### src/rtl/clock_display_scanner.sv
// Multiplexed 6-digit 7-segment scanner for the alarm clock core.
// It latches one coherent snapshot per scan frame, can blank the hour leading
// zero, and blinks the whole display while the snapshotted alarm is active.
module clock_display_scanner #(
  parameter int unsigned SCAN_DIV     = 4,
  parameter int unsigned BLINK_FRAMES = 2
) (
  input  logic       clk,
  input  logic       reset,
  input  logic [1:0] H_d1,
  input  logic [3:0] H_d0,
  input  logic [3:0] M_d1,
  input  logic [3:0] M_d0,
  input  logic [3:0] S_d1,
  input  logic [3:0] S_d0,
  input  logic       Alarm_in,
  input  logic       blank_lead,
  input  logic       disp_en,
  output logic [6:0] seg,
  output logic [5:0] an,
  output logic       dp
);

  localparam int unsigned PRE_W = (SCAN_DIV > 2) ? $clog2(SCAN_DIV) : 1;
  localparam int unsigned FC_W  = (BLINK_FRAMES > 1) ? $clog2(BLINK_FRAMES) : 1;
  localparam logic [PRE_W-1:0] PRE_LAST = PRE_W'(SCAN_DIV - 1);
  localparam logic [FC_W-1:0]  FC_LAST  = FC_W'(BLINK_FRAMES - 1);
  localparam logic [2:0]       IDX_LAST = 3'd5;

  typedef struct packed {
    logic [1:0] h_d1;
    logic [3:0] h_d0;
    logic [3:0] m_d1;
    logic [3:0] m_d0;
    logic [3:0] s_d1;
    logic [3:0] s_d0;
    logic       blank_lead;
    logic       alarm;
  } snap_t;

  logic [PRE_W-1:0] pre;
  logic [2:0]       idx;
  snap_t            snap;
  logic [FC_W-1:0]  frame_cnt;
  logic             blink_phase;

  logic             tick_c;
  logic             frame_start_c;
  logic [3:0]       digit_c;
  logic [6:0]       seg_c;
  logic [5:0]       an_c;
  logic             dp_c;
  logic             off_c;

  assign tick_c        = (pre == PRE_LAST);
  assign frame_start_c = (pre == '0) && (idx == 3'd0);

  // Scan timing, per-frame snapshot and blink phase tracking.
  always_ff @(posedge clk or negedge reset) begin
    if (!reset) begin
      pre         <= '0;
      idx         <= '0;
      snap        <= '0;
      frame_cnt   <= '0;
      blink_phase <= 1'b0;
    end else begin
      pre <= tick_c ? '0 : pre + PRE_W'(1);
      if (tick_c) begin
        idx <= (idx == IDX_LAST) ? 3'd0 : idx + 3'd1;
      end
      if (frame_start_c) begin
        snap <= '{h_d1: H_d1, h_d0: H_d0, m_d1: M_d1, m_d0: M_d0,
                  s_d1: S_d1, s_d0: S_d0, blank_lead: blank_lead,
                  alarm: Alarm_in};
      end
      // Blink always restarts in the visible phase once the alarm drops.
      if (!snap.alarm) begin
        frame_cnt   <= '0;
        blink_phase <= 1'b0;
      end else if (tick_c && (idx == IDX_LAST)) begin
        if (frame_cnt == FC_LAST) begin
          frame_cnt   <= '0;
          blink_phase <= ~blink_phase;
        end else begin
          frame_cnt <= frame_cnt + FC_W'(1);
        end
      end
    end
  end

  // Select the snapshot digit for the current scan position.
  always_comb begin
    digit_c = 4'd0;
    case (idx)
      3'd0:    digit_c = snap.s_d0;
      3'd1:    digit_c = snap.s_d1;
      3'd2:    digit_c = snap.m_d0;
      3'd3:    digit_c = snap.m_d1;
      3'd4:    digit_c = snap.h_d0;
      3'd5:    digit_c = {2'b00, snap.h_d1};
      default: digit_c = 4'd0;
    endcase
  end

  // Segment decode, anode select, separators and the off conditions.
  always_comb begin
    seg_c = 7'b1000000;
    case (digit_c)
      4'd0:    seg_c = 7'b0111111;
      4'd1:    seg_c = 7'b0000110;
      4'd2:    seg_c = 7'b1011011;
      4'd3:    seg_c = 7'b1001111;
      4'd4:    seg_c = 7'b1100110;
      4'd5:    seg_c = 7'b1101101;
      4'd6:    seg_c = 7'b1111101;
      4'd7:    seg_c = 7'b0000111;
      4'd8:    seg_c = 7'b1111111;
      4'd9:    seg_c = 7'b1101111;
      default: seg_c = 7'b1000000;
    endcase
    if ((idx == IDX_LAST) && snap.blank_lead && (snap.h_d1 == 2'd0)) begin
      seg_c = 7'b0000000;
    end

    an_c = 6'b111111;
    case (idx)
      3'd0:    an_c = 6'b111110;
      3'd1:    an_c = 6'b111101;
      3'd2:    an_c = 6'b111011;
      3'd3:    an_c = 6'b110111;
      3'd4:    an_c = 6'b101111;
      3'd5:    an_c = 6'b011111;
      default: an_c = 6'b111111;
    endcase

    dp_c  = (idx == 3'd2) || (idx == 3'd4);
    off_c = !disp_en || (snap.alarm && blink_phase);
    if (off_c) begin
      an_c  = 6'b111111;
      seg_c = 7'b0000000;
      dp_c  = 1'b0;
    end
  end

  // Registered display outputs, blank during reset.
  always_ff @(posedge clk or negedge reset) begin
    if (!reset) begin
      an  <= 6'b111111;
      seg <= 7'b0000000;
      dp  <= 1'b0;
    end else begin
      an  <= an_c;
      seg <= seg_c;
      dp  <= dp_c;
    end
  end

endmodule

### config.mk
export PLATFORM = sky130hd
export DESIGN_NAME = clock_display_scanner
export DESIGN_NICKNAME = d
export VERILOG_FILES = /design/src/rtl/clock_display_scanner.sv
export SDC_FILE = /design/constraint.sdc
export NUM_CORES = 1
export LEC_CHECK = 0
export ABC_AREA = 1
export CAP_MARGIN = 20
export CORE_MARGIN = 10
export CORE_UTILIZATION = 23
export DETAILED_ROUTE_END_ITERATION = 12
export PLACE_DENSITY = 0.52
export RECOVER_POWER = 50
export SYNTH_ARGS = -nofsm -noshare
export SYNTH_HDL_FRONTEND = slang
export SYNTH_SLANG_ARGS = --single-unit
### constraint.sdc
create_clock -name clk -period 2.4 [get_ports clk]
set_input_delay 0.48 -clock clk [delete_from_list [all_inputs] [get_ports clk]]
set_output_delay 0.48 -clock clk [all_outputs]
set_load 0.01 [all_outputs]
Word level (Yosys, flattened, before mapping)

Memory sizes are Yosys's and may differ from the RTL's.
Index checks and enable logic that the tools add are counted.
W data, S select, Z words.

Add/subtract/negate cells: 3
Eq/ne operators: 8
Muxes and demuxes: 14
Bitwise operators: 1
Reduce and logical (&&, ||, !) cells: 12

Operators by type and width:

| cell                  | count |
|---|---|
| $pmux W6 S6           | 1 |
| $pmux W4 S6           | 1 |
| $mux W7               | 2 |
| $mux W1               | 7 |
| $eq A3 B2 Y1 const B  | 2 |
| $eq A3 B3 Y1 const B  | 2 |
| $mux W6               | 1 |
| $logic_and A1 B1 Y1   | 5 |
| $logic_not A2 Y1      | 2 |
| $ne A2 B1 Y1 const B  | 2 |
| $add A3 B1 Y3 const B | 1 |
| $eq A3 B1 Y1 const B  | 1 |
| $logic_not A3 Y1      | 1 |
| $mux W3               | 1 |
| $add A2 B1 Y2 const B | 1 |
| $eq A2 B2 Y1 const B  | 1 |
| $logic_or A1 B1 Y1    | 2 |
| $mux W2               | 1 |
| $reduce_and A2 Y1     | 1 |
| $add A1 B1 Y1 const B | 1 |
| $logic_not A1 Y1      | 1 |
| $not A1 Y1            | 1 |

Register bits: 45
ROM bits: 112
Input bits: 27
Output and inout bits: 14
Word-level logic and storage cells: 54
Memories: 1

Memory list:

| memory          | depth | bits a word | read ports | clocked after Yosys merged registers in | write ports | line | source |
|---|---|---|---|---|---|---|---|
| (no name shown) | 16    | 7           | 1          | 0                                       | 0           | 108  | `case (digit_c)` |

Logic depth before layout (Yosys ltp)

Depth in word-level cells: 5
Gate-level depth with buffers: 17

Worst setup path after synthesis

Ideal clock, no wire load.

Kind: reg2reg
Start point: register idx[0]
End point: register seg[3]
Data arrival time: 1.847 ns
Setup slack: 0.484 ns
Stages on the path, launching flop included: 14
Period minus slack after synthesis: 1.916 ns
Cell sequence: dfrtp_1 > buf_6 > nand2_1 > inv_1 > ha_1 > nor2_2 > nand2_2 > inv_1 > nor2_1 > inv_1 > ha_1 > nor2_1 > nor2_1 > nor2_2

Cells in the longest elaborated chain, start to end: 5

Ends and longest elaborated chain:

| element                                               | line    | source |
|---|---|---|
| start, declared                                       | 42      | `logic [2:0] idx;` |
| start signal, assigned                                | 69      | `idx <= (idx == IDX_LAST) ? 3'd0 : idx + 3'd1;` |
| $eq A3 B3 Y1, or another cell as far along            | 94, 121 |  |
| $pmux W4 S6 or $logic_and A1 B1 Y1 (tied branches)    | 94, 121 |  |
| $mem_v2 Z16 W7 or $logic_and A1 B1 Y1 (tied branches) | -       |  |
| $mux W7 (*)                                           | 121     | `if ((idx == IDX_LAST) && snap.blank_lead && (snap.h_d1 == 2'd0)) begin` |
| $mux W7 (*)                                           | 138     | `if (off_c) begin` |
| net seg_c[3]                                          | 50      | `logic [6:0] seg_c;` |
| end signal, assigned                                  | 153     | `seg <= seg_c;` |
| end, declared                                         | 19      | `output logic [6:0] seg,` |

Mark *: on every way through the listed nets, which the timed path passes. The rest lies on a longest branch.
A chain may end at the register's enable or synchronous reset.

Worst setup path in the final report

Start point: register idx[2]
End point: register seg[3]

The elaborated chain is that of the path after synthesis.

==> summary.txt <==
Yosys
  – Most common library cells after synthesis: 42 x nand2_1, 39 x dfrtp_1, 20 x inv_1, 20 x mux2_4, 17 x nor2_1
  – EDFF count, synth: 0
  – Synth warnings: 0
  – Average cell area after synthesis: 10.74 um2
  – Cells after Synth: 222
  – Area leader, netlist: dfrtp_1
  – Seq/Total Area, Yosys: 47.56%
  – Top post-synthesis cells by area: dfrtp_1 41%, mux2_4 13%, dfstp_2 6.6%
  – Ys async rst share: 100.0%
  – Register bit total from synthesis: 45
  – Most frequent cell after synthesis: nand2_1
  – Top_reg_cell synth: dfrtp_1
  – Syn_nets: 257
  – Top-area cell type share of the netlist area: 40.94%
  – Synth unique cells: 31
  – Post-Syn Area: 2384 um2

Clocking
  – Num CTS Buffers: 5
  – H-tree levels: 2
  – Sink Count: 45
  – CTS Buffer Depth: 2
  – Clock-pin slew on the worst setup and hold paths: 90 ps
  – Clock root buffer: clkbuf_8
  – Skew-Pair Late Insertion Delay: 290 ps
  – CTS tree: yes
  – Post-CTS Hold Fix Bufs: 0

Die
  – I/O pin count: 41
  – Die height: 121.8 um
  – Core ar.: 10230 um2
  – Row cnt: 37
  – Initial core utilization: 23.30%
  – Die X: 121.8 um
  – Die area: 14840 um2

Detailed routing
  – Initial drt markers: 55
  – DRC viols: 0
  – WL/cell: 12.36 um
  – DR vias/cell: 3.756
  – DR pass1 iterations: 4
  – Final ANT Viol Nets: 0
  – DRT Wirelength: 5005 um
  – Vias: 1521

Setup path
  – Launching element type of the critical path: flop
  – Critical Path, Cell by Cell: inv_1 > ha_1 > nand2_1 > nand2_1 > nor2_1 > nand2_1 > inv_1 > nor2_1 > inv_1 > ha_1 > nor2_1 > nor2_1 > nor2_2
  – Crit-path max FO: 5
  – Slowest-stage cell, CP: dfrtp_1
  – Worst Path Required: 2630 ps
  – Crit path kind: reg -> reg
  – Worst stage delay on the critical path: 380 ps
  – CP Data Arrival Time: 2360 ps
  – CP endpoint kind: flop
  – Crit path top cell by count: nor2_1

Status
  – Status: complete, no violations

Timing
  – Final setup TNS: 0 ps
  – Fin crit share: 88.51%
  – Slew Viols, Final: 0
  – Final setup skew: 11.42 ps
  – Worst slew margin: 15.20%
  – RSZ-0062 raised after global routing: no
  – Tmin final: 2124 ps
  – Peak Freq: 470.8 MHz
  – Slew @ Worst Pin: 1272 ps
  – Setup Viol. Count Final: 0
  – Final Hold Viols: 0

Global route
  – Initial antenna violation count: 0
  – Total Routing Usage GR: 7.225%
  – Largest net degree at the start of global routing: 25
  – Vias in the first global route: 1690
  – First-pass GRT wire length: 8507 um
  – Gr ovfl total: 0

Cells and area
  – Total area of sequential cells: 1135 um2
  – Share of layout cells above drive strength 1: 28.25%
  – FILL cells: 1073
  – Multi-input gate area: 1092 um2
  – Layout area overhead: 27.24%
  – Diode count: 0
  – Layout Nets: 303

Placement
  – Detailed placer's ending HPWL: 4047 um
  – # port buffers: 40
  – Routability cong.: 0.8611

Power
  – Power Dens Cells: 483.8 nW/um2
  – Leak: 0.001461 uW
  – Maximum vdd drop: 0.1999 mV
  – Total power: 1467 uW

Min path
  – Worst Hold Class: in -> async

Flow run
  – Max-Cap Viols: 0
[cell families after synthesis]
kind of cell / synth area share (%)
AOI/OAI and AO/OA: 1.837
xor gates and xnor gates: 0.3675
adders and majority gates: 4.200
buffers and inverters: 6.614
DFF: 47.56
muxes: 14.49
and+or+nand+nor: 24.93
[power breakdown]
group / switching [uW] / internal (uW)
clock: 247 / 234
sequential: 19.3 / 793
combinational: 72.9 / 101
[layer usage]
metal / track usage (%) / part of all wire [%] / wire length (um) / vias up
met5: 0 / 0 / 0 / -
met4: 3.353 / 1.2 / 62 / 0
met3: 1.804 / 6.3 / 313 / 4
met2: 10.70 / 42 / 2079 / 34
met1: 9.654 / 51 / 2549 / 684
li1: - / - / - / 799
[registers in the layout, indices dropped and copies added, names as in the netlist]
| signal | cells |
|---|---|
| snap | 24 |
| frame_cnt | 1 |
| dp | 1 |
| pre | 2 |
| idx | 3 |
| an | 6 |
| seg | 7 |
| blink_phase | 1 |
[path summary, 6_finish.rpt]
| check | startpoint | end | slack (ps) | depth (start not counted) |
|---|---|---|---|---|
| min in group clk | pre[0] | pre[0] | 460 | 1 |
| min | reset | snap[7] | 440 | 1 |
| max reg2reg | idx[2] | seg[3] | 280 | 13 |
| max in group asynchronous | reset | idx[0] | 1130 | 1 |
| min reg2reg | pre[0] | pre[0] | 460 | 1 |
| max | idx[2] | seg[3] | 280 | 13 |
[cell usage in the layout (no fill, tap or decap)]
cell type / count
inv_4: 1
clkdlybuf4s50_1: 39
nor2_8: 2
xor2_1: 1
inv_6: 1
dfrtp_1: 38
inv_1: 20
o21ai_1: 2
nor3_1: 1
nand2_8: 1
or2_2: 1
ha_1: 8
nand3_2: 4
clkbuf_8: 6
mux2_2: 4
nand4_1: 4
buf_4: 3
nor2_1: 17
nor3_4: 1
nand2_4: 4
mux2_4: 20
nand2_1: 42
buf_12: 1
nor2_2: 7
or4_1: 1
nor2_4: 3
nand3_1: 13
clkbuf_1: 2
a21oi_1: 2
dfstp_2: 6
o21ai_0: 3
dfrtp_2: 1
nand2_2: 4
inv_2: 4
a21oi_2: 1
clkinvlp_4: 1
[final cells by class]
cell class | count | share of cell area (%)
Clock inverter | 1 | 0.2475
Tap cell | 136 | 5.611
Clock buffer | 7 | 2.847
Timing Repair Buffer | 44 | 14.40
Multi-Input combinational cell | 146 | 36.01
Inverter | 26 | 3.465
Sequential cell | 45 | 37.42
[critical path: cells and delay by family, from the launching register on]
kind	cells	cell delay [ps]
AND/OR/NAND/NOR	8	740
adder cells (fa/ha/maj)	2	560
flip-flops	1	380
buffers and inverters	3	370
[repair_timing]
action                                  CTS  global route
setup buffers                             0             0
resized for setup                         0             1
endpoints found under the setup margin    0             1
[per-stage QoR]
stage,instance area (um2),utilization [%],hold slack (ps),setup slack [ps],instances
detailed placement,2939,28.73,454.0,269.4,397
global route,3033,29.64,499.7,41.03,405
finish,3033,29.64,435.6,275.8,405
CTS,3033,29.64,155.0,245.8,405
global placement,2939,28.73,442.4,345.4,397
floorplan,2384,-,184.4,484.4,222
No activity file was read; power rests on OpenSTA's default activity.
